===== src/rtl/mem_bus_arbiter.sv =====
// Two-master (instruction fetch I, load/store D) to one-slave bus arbiter.
// D has priority, a streak counter bounds I starvation, and a watchdog turns a hung slave into err.
module mem_bus_arbiter #(
  parameter int TIMEOUT_CYCLES = 1024,
  parameter int MAX_D_STREAK   = 4
) (
  input  logic        clk_i,
  input  logic        rst_n_i,
  input  logic        i_cyc_i,
  input  logic        i_stb_i,
  input  logic        i_we_i,
  input  logic [3:0]  i_sel_i,
  input  logic [31:0] i_addr_i,
  input  logic [31:0] i_data_i,
  output logic        i_ack_o,
  output logic        i_err_o,
  output logic [31:0] i_data_o,
  input  logic        d_cyc_i,
  input  logic        d_stb_i,
  input  logic        d_we_i,
  input  logic [3:0]  d_sel_i,
  input  logic [31:0] d_addr_i,
  input  logic [31:0] d_data_i,
  output logic        d_ack_o,
  output logic        d_err_o,
  output logic [31:0] d_data_o,
  output logic        s_cyc_o,
  output logic        s_stb_o,
  output logic        s_we_o,
  output logic [3:0]  s_sel_o,
  output logic [31:0] s_addr_o,
  output logic [31:0] s_data_o,
  input  logic        s_ack_i,
  input  logic        s_err_i,
  input  logic [31:0] s_data_i,
  output logic        timeout_o
);

  typedef enum logic [1:0] {IDLE, GNT_I, GNT_D} state_t;

  localparam logic [15:0] WAIT_LAST  = 16'(TIMEOUT_CYCLES - 1);
  localparam logic [7:0]  STREAK_MAX = 8'(MAX_D_STREAK);

  state_t      state_reg;
  logic [7:0]  d_streak_reg;
  logic [15:0] wait_cnt_reg;

  logic i_req, d_req, gnt_i, gnt_d, gnt_cyc, slave_done, wd_fire, xfer_done, force_i;

  assign i_req      = i_cyc_i & i_stb_i;
  assign d_req      = d_cyc_i & d_stb_i;
  assign gnt_i      = (state_reg == GNT_I);
  assign gnt_d      = (state_reg == GNT_D);
  assign gnt_cyc    = (gnt_i & i_cyc_i) | (gnt_d & d_cyc_i);
  assign slave_done = s_ack_i | s_err_i;
  // A slave ack arriving on the last allowed cycle beats the watchdog.
  assign wd_fire    = (gnt_i | gnt_d) & (wait_cnt_reg == WAIT_LAST) & ~slave_done;
  assign xfer_done  = slave_done | wd_fire | ~gnt_cyc;
  assign force_i    = i_req & (d_streak_reg == STREAK_MAX);

  always_ff @(posedge clk_i or negedge rst_n_i) begin
    if (!rst_n_i) begin
      state_reg    <= IDLE;
      d_streak_reg <= 8'd0;
      wait_cnt_reg <= 16'd0;
    end else begin
      case (state_reg)
        IDLE: begin
          wait_cnt_reg <= 16'd0;
          if (d_req && !force_i) begin
            state_reg <= GNT_D;
            if (i_req)
              d_streak_reg <= d_streak_reg + 8'd1;
          end else if (i_req) begin
            state_reg    <= GNT_I;
            d_streak_reg <= 8'd0;
          end
        end
        GNT_I, GNT_D: begin
          if (xfer_done) begin
            state_reg    <= IDLE;
            wait_cnt_reg <= 16'd0;
          end else begin
            wait_cnt_reg <= wait_cnt_reg + 16'd1;
          end
        end
        default: state_reg <= IDLE;
      endcase
    end
  end

  // Outputs derive from the async-reset state, so reset zeroes them immediately.
  always_comb begin
    s_cyc_o   = 1'b0;
    s_stb_o   = 1'b0;
    s_we_o    = 1'b0;
    s_sel_o   = 4'd0;
    s_addr_o  = 32'd0;
    s_data_o  = 32'd0;
    i_ack_o   = 1'b0;
    i_err_o   = 1'b0;
    i_data_o  = 32'd0;
    d_ack_o   = 1'b0;
    d_err_o   = 1'b0;
    d_data_o  = 32'd0;
    timeout_o = wd_fire;
    if (gnt_i) begin
      if (!wd_fire) begin
        s_cyc_o  = i_cyc_i;
        s_stb_o  = i_stb_i;
        s_we_o   = i_we_i;
        s_sel_o  = i_sel_i;
        s_addr_o = i_addr_i;
        s_data_o = i_data_i;
      end
      i_ack_o  = s_ack_i;
      i_err_o  = s_err_i | wd_fire;
      i_data_o = s_ack_i ? s_data_i : 32'd0;
    end else if (gnt_d) begin
      if (!wd_fire) begin
        s_cyc_o  = d_cyc_i;
        s_stb_o  = d_stb_i;
        s_we_o   = d_we_i;
        s_sel_o  = d_sel_i;
        s_addr_o = d_addr_i;
        s_data_o = d_data_i;
      end
      d_ack_o  = s_ack_i;
      d_err_o  = s_err_i | wd_fire;
      d_data_o = s_ack_i ? s_data_i : 32'd0;
    end
  end

endmodule

===== config.mk =====
export PLATFORM = sky130hd
export DESIGN_NAME = mem_bus_arbiter
export DESIGN_NICKNAME = d
export VERILOG_FILES = /design/src/rtl/mem_bus_arbiter.sv
export SDC_FILE = /design/constraint.sdc
export NUM_CORES = 1
export LEC_CHECK = 0
export ABC_AREA = 1
export ABC_CLOCK_PERIOD_IN_PS = 2800
export BUFFER_PORTS_ARGS = -buffer_cell sky130_fd_sc_hd__buf_2
export CORE_AREA = 4 4 120 122
export CTS_CLUSTER_SIZE = 14
export DETAILED_ROUTE_END_ITERATION = 7
export DIE_AREA = 0 0 124 126
export PLACE_DENSITY = 0.64
export SETUP_SLACK_MARGIN = 0.02
export SYNTH_ARGS = -nofsm -noshare
export SYNTH_HDL_FRONTEND = slang
export SYNTH_SLANG_ARGS = --single-unit

===== constraint.sdc =====
create_clock -name clk_i -period 2.8 [get_ports clk_i]
set_input_delay 0.56 -clock clk_i [delete_from_list [all_inputs] [get_ports clk_i]]
set_output_delay 0.56 -clock clk_i [all_outputs]
set_load 0.01 [all_outputs]

After elaboration in Yosys (flattened, before gate mapping)
Cells that the tools add are included.
{"block": "word_totals", "register_bits": 26, "in_bits": 178, "out_inout_bits": 140, "elab_cells": 76}
{"block": "op_classes", "n_addsub": 2, "n_eq_ne": 6, "muxes": 43, "bitwise": 15, "n_reduce_logical": 7}
{"operator": "two-way mux 32 bit", "count": 12}
{"operator": "case mux 16 bit (2 select lines)", "count": 1}
{"operator": "two-way mux 8 bit", "count": 3}
{"operator": "two-way mux 1 bit", "count": 18}
{"operator": "adder 16 x 1 -> 16 bit, second input constant", "count": 1}
{"operator": "== test 16 x 10 -> 1 bit, second input constant", "count": 1}
{"operator": "two-way mux 16 bit", "count": 1}
{"operator": "two-way mux 4 bit", "count": 4}
{"operator": "adder 8 x 1 -> 8 bit, second input constant", "count": 1}
{"operator": "== test 8 x 3 -> 1 bit, second input constant", "count": 1}
{"operator": "AND 1 bit", "count": 7}
{"operator": "two-way mux 2 bit", "count": 3}
{"operator": "bitwise OR 1 bit", "count": 6}
{"operator": "case mux 2 bit (2 select lines)", "count": 1}
{"operator": "AND reduction 2 bit", "count": 2}
{"operator": "inequality test 3 bit, second input constant", "count": 1}
{"operator": "== test 2 x 1 -> 1 bit, second input constant", "count": 1}
{"operator": "== test 2 bit, second input constant", "count": 1}
{"operator": "logical NOT 2 bit", "count": 1}
{"operator": "inequality test 2 bit, second input constant", "count": 1}
{"operator": "inverter 1 bit", "count": 2}
{"operator": "nonzero test 2 bit", "count": 1}
{"operator": "OR reduction 2 bit", "count": 1}
{"operator": "logical AND 1 bit", "count": 1}
{"operator": "logical NOT 1 bit", "count": 1}

Logic depth before layout (Yosys ltp)
Gate-level depths: netlist of run 1.
{"block": "logic_depth", "word_depth": 8, "depth_mapped": 11, "mapped_depth_nobuf": 10}

Worst setup path after synthesis of run 1
No wires, ideal clock.
{"block": "synth_timing", "path_type": "register to output", "startpoint": "register state_reg[1]", "endpoint": "output port d_data_o[10]", "arrival_time_ps": 1522, "t_required_ps": 2240, "path_slack_ps": 718, "path_stages_with_launch": 10, "n_path_buf": 2, "path_cell_list": "dfrtp_1 -> inv_1 -> ha_1 -> buf_4 -> nor2_4 -> inv_1 -> nor2_2 -> inv_2 -> buf_2 -> nor2_1"}
{"block": "synth_between", "elab_chain_cells": 3, "word_cells_on_any_way": 4, "classes_between": "eq/ne: 2; mux: 2"}
{"element": "start, declared", "line": "44", "source": "state_t state_reg;"}
{"element": "start signal, assigned", "line": "63", "source": "state_reg <= IDLE;"}
{"element": "start signal, assigned", "line": "71", "source": "state_reg <= GNT_D;"}
{"element": "start signal, assigned", "line": "75", "source": "state_reg <= GNT_I;"}
{"element": "== test 2 bit", "line": "53", "source": "assign gnt_d = (state_reg == GNT_D);"}
{"element": "two-way mux 32 bit", "line": "119", "source": "end else if (gnt_d) begin"}
{"element": "two-way mux 32 bit (*)", "line": "107", "source": "if (gnt_i) begin"}
{"element": "end, declared", "line": "26", "source": "output logic [31:0] d_data_o,"}
Mark *: on every way between the ends. The rest lies on a longest branch, timed or not.

Worst setup path after layout of run 1
{"block": "layout_timing", "startpoint": "register state_reg[0]", "endpoint": "output port s_addr_o[27]"}
{"block": "layout_between", "elab_chain_cells": 7, "word_cells_on_any_way": 9, "classes_between": "eq/ne: 2; mux: 4; bitwise: 3"}
{"element": "== test 2 x 1 -> 1 bit / == test 2 bit (equally long branches)", "line": "52, 53"}
{"element": "bitwise OR 1 bit", "line": "57", "source": "assign wd_fire = (gnt_i | gnt_d) & (wait_cnt_reg == WAIT_LAST) & ~slave_done;"}
{"element": "AND 1 bit (2 in a row)", "line": "57"}
{"element": "two-way mux 32 bit", "line": "120", "source": "if (!wd_fire) begin"}
{"element": "two-way mux 32 bit", "line": "119"}
{"element": "two-way mux 32 bit (*)", "line": "107"}
{"element": "end, declared", "line": "31", "source": "output logic [31:0] s_addr_o,"}
Marked as above.

==> impl_metrics.json, run 1 <==
{
  "synth_cells": 571,
  "clkTransAtPathRegs_ps": 70,
  "drv_cap": 0,
  "cts_hold_buf": 0,
  "postCtsSetupBuffers": 0,
  "grt-ovfl-total": 0,
  "drt_iter0_markers": 337,
  "post-synth-top-count-cell": "inv_1",
  "ys.flop_type": "dfrtp_1",
  "wl_per_cell_um": 14.4,
  "setup_viol": 0,
  "ir_worst_vdd_v": 0.000190,
  "synthMuxAreaShare_pct": 0,
  "crit_arrival_ps": 1970,
  "vias": 4486,
  "rsz0062_at_grt": "false",
  "detail-route-antenna-nets": 0,
  "yosys.area_share.simple_pct": 33.2,
  "clock_sinks": 26,
  "period_minus_slack_ps": 2530,
  "syn-cell-area_um2": 3340,
  "outcome": "finished clean",
  "hold_viol": 0,
  "grt_antenna_before_repair": 0,
  "synth_top_area_cell": "dfrtp_1",
  "period_share_pct": 90.5,
  "nets": 1054,
  "dp_slack_ps": 550,
  "drc": 0,
  "insertion_delay_ps": 260,
  "dpl.hpwl_um": 12400,
  "finClkSkew_ps": 5.07,
  "io_buffers": 317,
  "yosysTopAreaCellShare_pct": 19.5,
  "dieArea_um2": 15600,
  "crit_top_cell": "inv_1",
  "crit_family": "buffers and inverters",
  "ys_seq_area_share_pct": 19.5,
  "cts_max_level": 1,
  "yosys_warnings": 0,
  "critPathCaptureType": "output port",
  "numCtsBuffers": 3,
  "finalWirelength_um": 15100,
  "max-slew-margin-rel_pct": 52.5,
  "wl_met3_um": 1460,
  "synth_xor_area_share_pct": 2.62,
  "drtPass1Iterations": 4,
  "root_buffer": "clkbuf_16",
  "worst_pin_slew_ps": 710,
  "path_max_fanout": 23,
  "row_count": 42,
  "grt_pass1_vias": 4060,
  "top_layer_used": "met4",
  "avgSynthCellArea_um2": 5.85,
  "max_freq_mhz": 395,
  "grt_util_all_layers_pct": 17.3,
  "start_util_pct": 25.3,
  "vias_per_cell": 4.28,
  "grt_first_pass_wirelength_um": 21700,
  "fin_ws_ps": 266,
  "ys_ff_latch": 26,
  "powerDensity_nw_per_um2": 441,
  "crit_chain": "inv_1 > ha_1 > nand3_1 > nor2_1 > nand3_2 > buf_4 > nand2_1 > inv_1 > buf_2",
  "slew_viol_final": 0,
  "cp_num_buf_inv": 4,
  "drive_gt1_share_pct": 39.6,
  "largest_register_ffs": 16,
  "async_flop_share_pct": 100,
  "synth_fa_ha_area_share_pct": 2.62,
  "hold_path_class": "in -> async",
  "synth.distinct_cells": 28,
  "synth_edf_count": 0,
  "synth_compound_area_share_pct": 20.6,
  "grt_max_degree": 71,
  "dieHeight_um": 126,
  "core_um2": 13200,
  "synth_top_family_by_area": "simple AND/OR/NAND/NOR gates",
  "synthTopCellsByArea": "dfrtp_1 (19%), a22o_1 (18%), inv_1 (15%)",
  "critPathKind": "reg -> out",
  "cp_slowest_cell": "dfrtp_1",
  "cpPeakStageDelay_ps": 400,
  "finalWeightedCongestion": 0.837,
  "cts_tree": "done",
  "met2_length_um": 7380,
  "setup_tns_ps": 0,
  "area.growth.synth_to_final_pct": 54.3,
  "fp.dieW_um": 124,
  "cts_max_path_buffers": 2,
  "cp-start-kind": "flip-flop",
  "ioPinCount": 318,
  "cp.required_ps": 2240,
  "route.layer.met1.wl_um": 6060,
  "synth.net_count": 756,
  "p_leak_nw": 3.58,
  "synth_common_cells": "inv_1 (136), nand2_1 (125), nor2_1 (111)"
}
-- stage by stage --
stage | util [%] | hold WS, ps | cell area [um2] | total power (W) | cells
2_1_floorplan | - | 264 | 3340 | 0.00131 | 571
3_3_place_gp | 38.3 | 467 | 5050 | 0.00194 | 1040
3_5_place_dp | 38.3 | 472 | 5050 | 0.00194 | 1040
4_1_cts | 39.0 | 331 | 5140 | 0.00230 | 1044
5_1_grt | 39.0 | 342 | 5140 | 0.00246 | 1044
6_report | 39.1 | 307 | 5150 | 0.00227 | 1047
-- repair_timing --
action,4_1_cts,5_1_grt
hold endpoints to repair,0,0
resized for setup,0,1
endpoints found under the setup margin,0,1
-- logic make-up after synthesis --
kind of cell | after synthesis
buf+inv | 172
fa+ha+maj | 7
compound gates | 83
xor+xnor | 10
simple gates | 273
flops | 26
-- placed cells by master, fill, tap and decap left out, types with 5 or more instances in the layout --
cell / Yosys / layout
a22o_1: 70 / 70
ha_1: 7 / 6
buf_2: 11 / 317
nand2_1: 125 / 125
nor2_1: 111 / 111
o21ai_0: 6 / 6
dfrtp_1: 26 / 26
xor2_1: 8 / 8
nand3_1: 18 / 17
inv_2: 5 / 5
inv_1: 136 / 136
nand4_1: 9 / 9
-- layout make-up --
cell class	instances	area, um2
Timing Repair Buffer	323	1670
Clock buffer	4	88.8
Sequential cell	26	651
Fill cell	1490	8040
Inverter	142	533
Tap cell	176	220
Antenna cell	3	7.51
Multi-Input combinational cell	373	1980
-- power by group --
group | internal (W) | switching, W | leakage (nW)
registers | 0.000394 | 0.0000161 | 0.360
logic | 0.000646 | 0.000867 | 3.18
clock network | 0.000219 | 0.000129 | 0.0442
total | 0.00126 | 0.00101 | 3.58
-- per-layer routing --
metal | GRT usage (%) | up-vias
li1 | - | 2347
met1 | 21.8 | 1983
met2 | 30.6 | 143
met3 | 3.54 | 13
met4 | 2.84 | 0
met5 | 0 | -
-- path summary, 6_finish.rpt --
path | to | depth (start not counted) | slack, ps | startpoint
max in group asynchronous | wait_cnt_reg[0]$_DFFE_PN0P_ | 1 | 2100 | rst_n_i
worst min-delay path | wait_cnt_reg[11]$_DFFE_PN0P_ | 1 | 310 | rst_n_i
worst min register to register | d_streak_reg[6]$_DFFE_PN0P_ | 2 | 490 | d_streak_reg[6]$_DFFE_PN0P_
worst max register to register | wait_cnt_reg[7]$_DFFE_PN0P_ | 11 | 800 | state_reg[1]$_DFFE_PN0P_
min in group clk_i | d_streak_reg[6]$_DFFE_PN0P_ | 2 | 490 | d_streak_reg[6]$_DFFE_PN0P_
worst max-delay path | s_addr_o[27] | 9 | 270 | state_reg[0]$_DFFE_PN0P_
No activity file was read; power rests on OpenSTA's default activity.
==> inputs of run 2 (changes only) <==
Settings changed: ABC_AREA 1 to unset, CORE_AREA 4 4 120 122 to 4 4 123 125, DIE_AREA 0 0 124 126 to 0 0 127 129, PLACE_DENSITY 0.64 to 0.59, SETUP_SLACK_MARGIN 0.02 to 0.3.
==> impl_metrics.json, run 2 <==
{
  "power.share.clock_pct": 8.1,
  "finalWeightedCongestion": 0.892,
  "clkTransAtPathRegs_ps": 60,
  "detail-route-antenna-nets": 0,
  "numCtsBuffers": 3,
  "insertion_delay_ps": 260,
  "cp_slowest_cell": "dfrtp_1",
  "drt_iter0_markers": 404,
  "p_seq_share_pct": 11.2,
  "area.growth.synth_to_final_pct": 86.0,
  "grt_max_degree": 53,
  "drtPass1Iterations": 5,
  "path_max_fanout": 12,
  "yosys_warnings": 0,
  "synthTopCellsByArea": "dfrtp_1 (22%), a22oi_1 (18%), and3_1 (14%)",
  "synth.net_count": 604,
  "hold_path_class": "in -> async",
  "dpl.hpwl_um": 13500,
  "clock_sinks": 26,
  "dieArea_um2": 16400,
  "period_share_pct": 96.4,
  "ir_worst_vdd_v": 0.000302,
  "row_count": 43,
  "grt_first_pass_wirelength_um": 24300,
  "grt-ovfl-total": 0,
  "outcome": "finished clean",
  "drv_cap": 0,
  "ioPinCount": 318,
  "combPwrFrac_pct": 80.8,
  "synth.distinct_cells": 43,
  "vias": 4588,
  "crit_start": "state_reg[0]$_DFFE_PN0P_",
  "rsz0062_at_grt": "true",
  "cts_max_path_buffers": 2,
  "synth_common_cells": "nor2_1 (83), a22oi_1 (70), and3_1 (67)",
  "dp_cells": 889,
  "nets": 923,
  "grt_util_all_layers_pct": 18.7,
  "yosysTopAreaCellShare_pct": 21.9,
  "syn-cell-area_um2": 2970,
  "max_freq_mhz": 370,
  "vias_per_cell": 5.01,
  "crit_chain": "inv_2 > ha_4 > nor4b_4 > nand4_2 > nor3_4 > buf_12 > clkbuf_16 > nor2_1 > buf_2",
  "crit_arrival_ps": 2140,
  "reg2reg_depth": 10,
  "core_um2": 13900,
  "async_flop_share_pct": 100,
  "fp.dieW_um": 127,
  "internal-power_w": 0.00207,
  "layout.cells.non_filler": 916,
  "r2r_setup_slack_ps": 360,
  "wl_per_cell_um": 19.6,
  "drc": 0,
  "io_buffers": 317,
  "final_cell_mix": "buf_2 (302), a22oi_1 (69), and3_1 (67), nor2_1 (64), dfrtp_1 (26)",
  "cts_hold_buf": 0,
  "diodes": 0,
  "ys_seq_area_share_pct": 21.9,
  "critPathKind": "reg -> out",
  "cts_max_level": 1,
  "synth_cells": 419,
  "root_buffer": "clkbuf_16",
  "endpoint": "s_addr_o[24]",
  "slew_viol_final": 0,
  "dieHeight_um": 129,
  "start_util_pct": 21.4,
  "power_switching_w": 0.00182,
  "worst_pin_slew_ps": 599,
  "setup_viol": 0,
  "drive_gt1_share_pct": 53.3,
  "ys.flop_type": "dfrtp_1",
  "critPathCaptureType": "output port",
  "avgSynthCellArea_um2": 7.08,
  "r2r-start": "state_reg[1]$_DFFE_PN0P_",
  "cp.required_ps": 2240,
  "r2r-end": "wait_cnt_reg[5]$_DFFE_PN0P_",
  "ys_ff_latch": 26,
  "post-synth-top-count-cell": "nor2_1",
  "grt_antenna_before_repair": 1,
  "grt_pass1_vias": 4095,
  "powerDensity_nw_per_um2": 704,
  "synth_top_area_cell": "dfrtp_1",
  "cts_tree": "done",
  "finalWirelength_um": 18000,
  "swShare_pct": 46.8,
  "cpPeakStageDelay_ps": 370,
  "setup_tns_ps": 0,
  "max-slew-margin-rel_pct": 60.1,
  "largest_register_ffs": 16,
  "synth_edf_count": 0,
  "utilization_pct": 39.8,
  "hold_viol": 0,
  "period_minus_slack_ps": 2700,
  "cp-start-kind": "flip-flop",
  "final_common_cell": "buf_2",
  "p_leak_nw": 3.15,
  "finClkSkew_ps": 4.94
}
run 2: cell types whose count changed after synthesis, moves of 7 or more:
cell      previous run  this run
a22o_1              70         1
a22oi_1              0        70
and3_1               0        67
buf_2               11         4
buf_4                1         8
buf_6                7         0
clkbuf_1             8        31
inv_1              136        12
nand2_1            125        14
nand3_1             18         9
nor2_1             111        83
run 2: repair_timing:
item / CTS / global route
gates cloned: 6 / 4
endpoints found under the setup margin: 82 / 109
hold endpoints to repair: 0 / 0
pin swaps: 9 / 9
resized for setup: 33 / 38
buffers inserted: 9 / 5
run 2: power by group through the flow:
stage	sequential, W	combinational (W)	clock (W)
global placement	0.000446	0.00245	0
global route	0.000437	0.00338	0.000330
CTS	0.000432	0.00286	0.000323
floorplan	0.000436	0.00130	0
detailed placement	0.000445	0.00243	0
finish	0.000434	0.00314	0.000313
run 2: worst min-delay path by stage:
stage                                 from                      endpoint  slack [ps]  depth (start not counted)
3_3_place_gp   d_streak_reg[7]$_DFFE_PN0P_   d_streak_reg[7]$_DFFE_PN0P_         540                          2
2_1_floorplan                      rst_n_i   d_streak_reg[0]$_DFFE_PN0P_         260                          0
5_1_grt                            rst_n_i   d_streak_reg[1]$_DFFE_PN0P_         360                          1
3_5_place_dp   d_streak_reg[7]$_DFFE_PN0P_   d_streak_reg[7]$_DFFE_PN0P_         550                          2
4_1_cts                            rst_n_i  wait_cnt_reg[12]$_DFFE_PN0P_         320                          1
6_report                           rst_n_i   d_streak_reg[1]$_DFFE_PN0P_         300                          1
run 2: layout make-up:
class | instances | area (um2)
multi-input combinational | 337 | 2250
sequential | 26 | 651
tap | 180 | 225
clock buffer | 3 | 75.1
inverter | 12 | 45.0
fill | 1452 | 8360
timing repair buffer | 358 | 2280
run 2: kinds of logic after synthesis:
group / synth area share (%)
flops: 21.9
buf+inv: 8.26
simple gates: 38.7
compound gates: 25.5
xor+xnor: 2.66
fa+ha+maj: 2.95
run 2: per-layer routing:
layer / up-vias / wire length (um) / global-route usage (%)
li1: 2188 / - / -
met1: 2176 / 7910 / 27.0
met2: 210 / 8480 / 30.2
met3: 14 / 1400 / 3.40
met4: 0 / 178 / 2.15
met5: - / 0 / 0
run 2: through the flow:
| stage | hold slack (ps) | setup slack [ps] | cell area (um2) | power [W] |
|---|---|---|---|---|
| 2_1_floorplan | 264 | 509 | 2970 | 0.00173 |
| 3_3_place_gp | 542 | 246 | 4780 | 0.00290 |
| 3_5_place_dp | 554 | 194 | 4780 | 0.00288 |
| 4_1_cts | 323 | 129 | 5250 | 0.00362 |
| 5_1_grt | 359 | 31.1 | 5520 | 0.00415 |
| 6_report | 301 | 100 | 5520 | 0.00389 |
run 2: critical path, delay by kind of cell, from the launching register on:
kind,cells,cell delay (ps)
flops,1,370
fa+ha+maj,1,280
simple gates,4,640
buf+inv,4,590
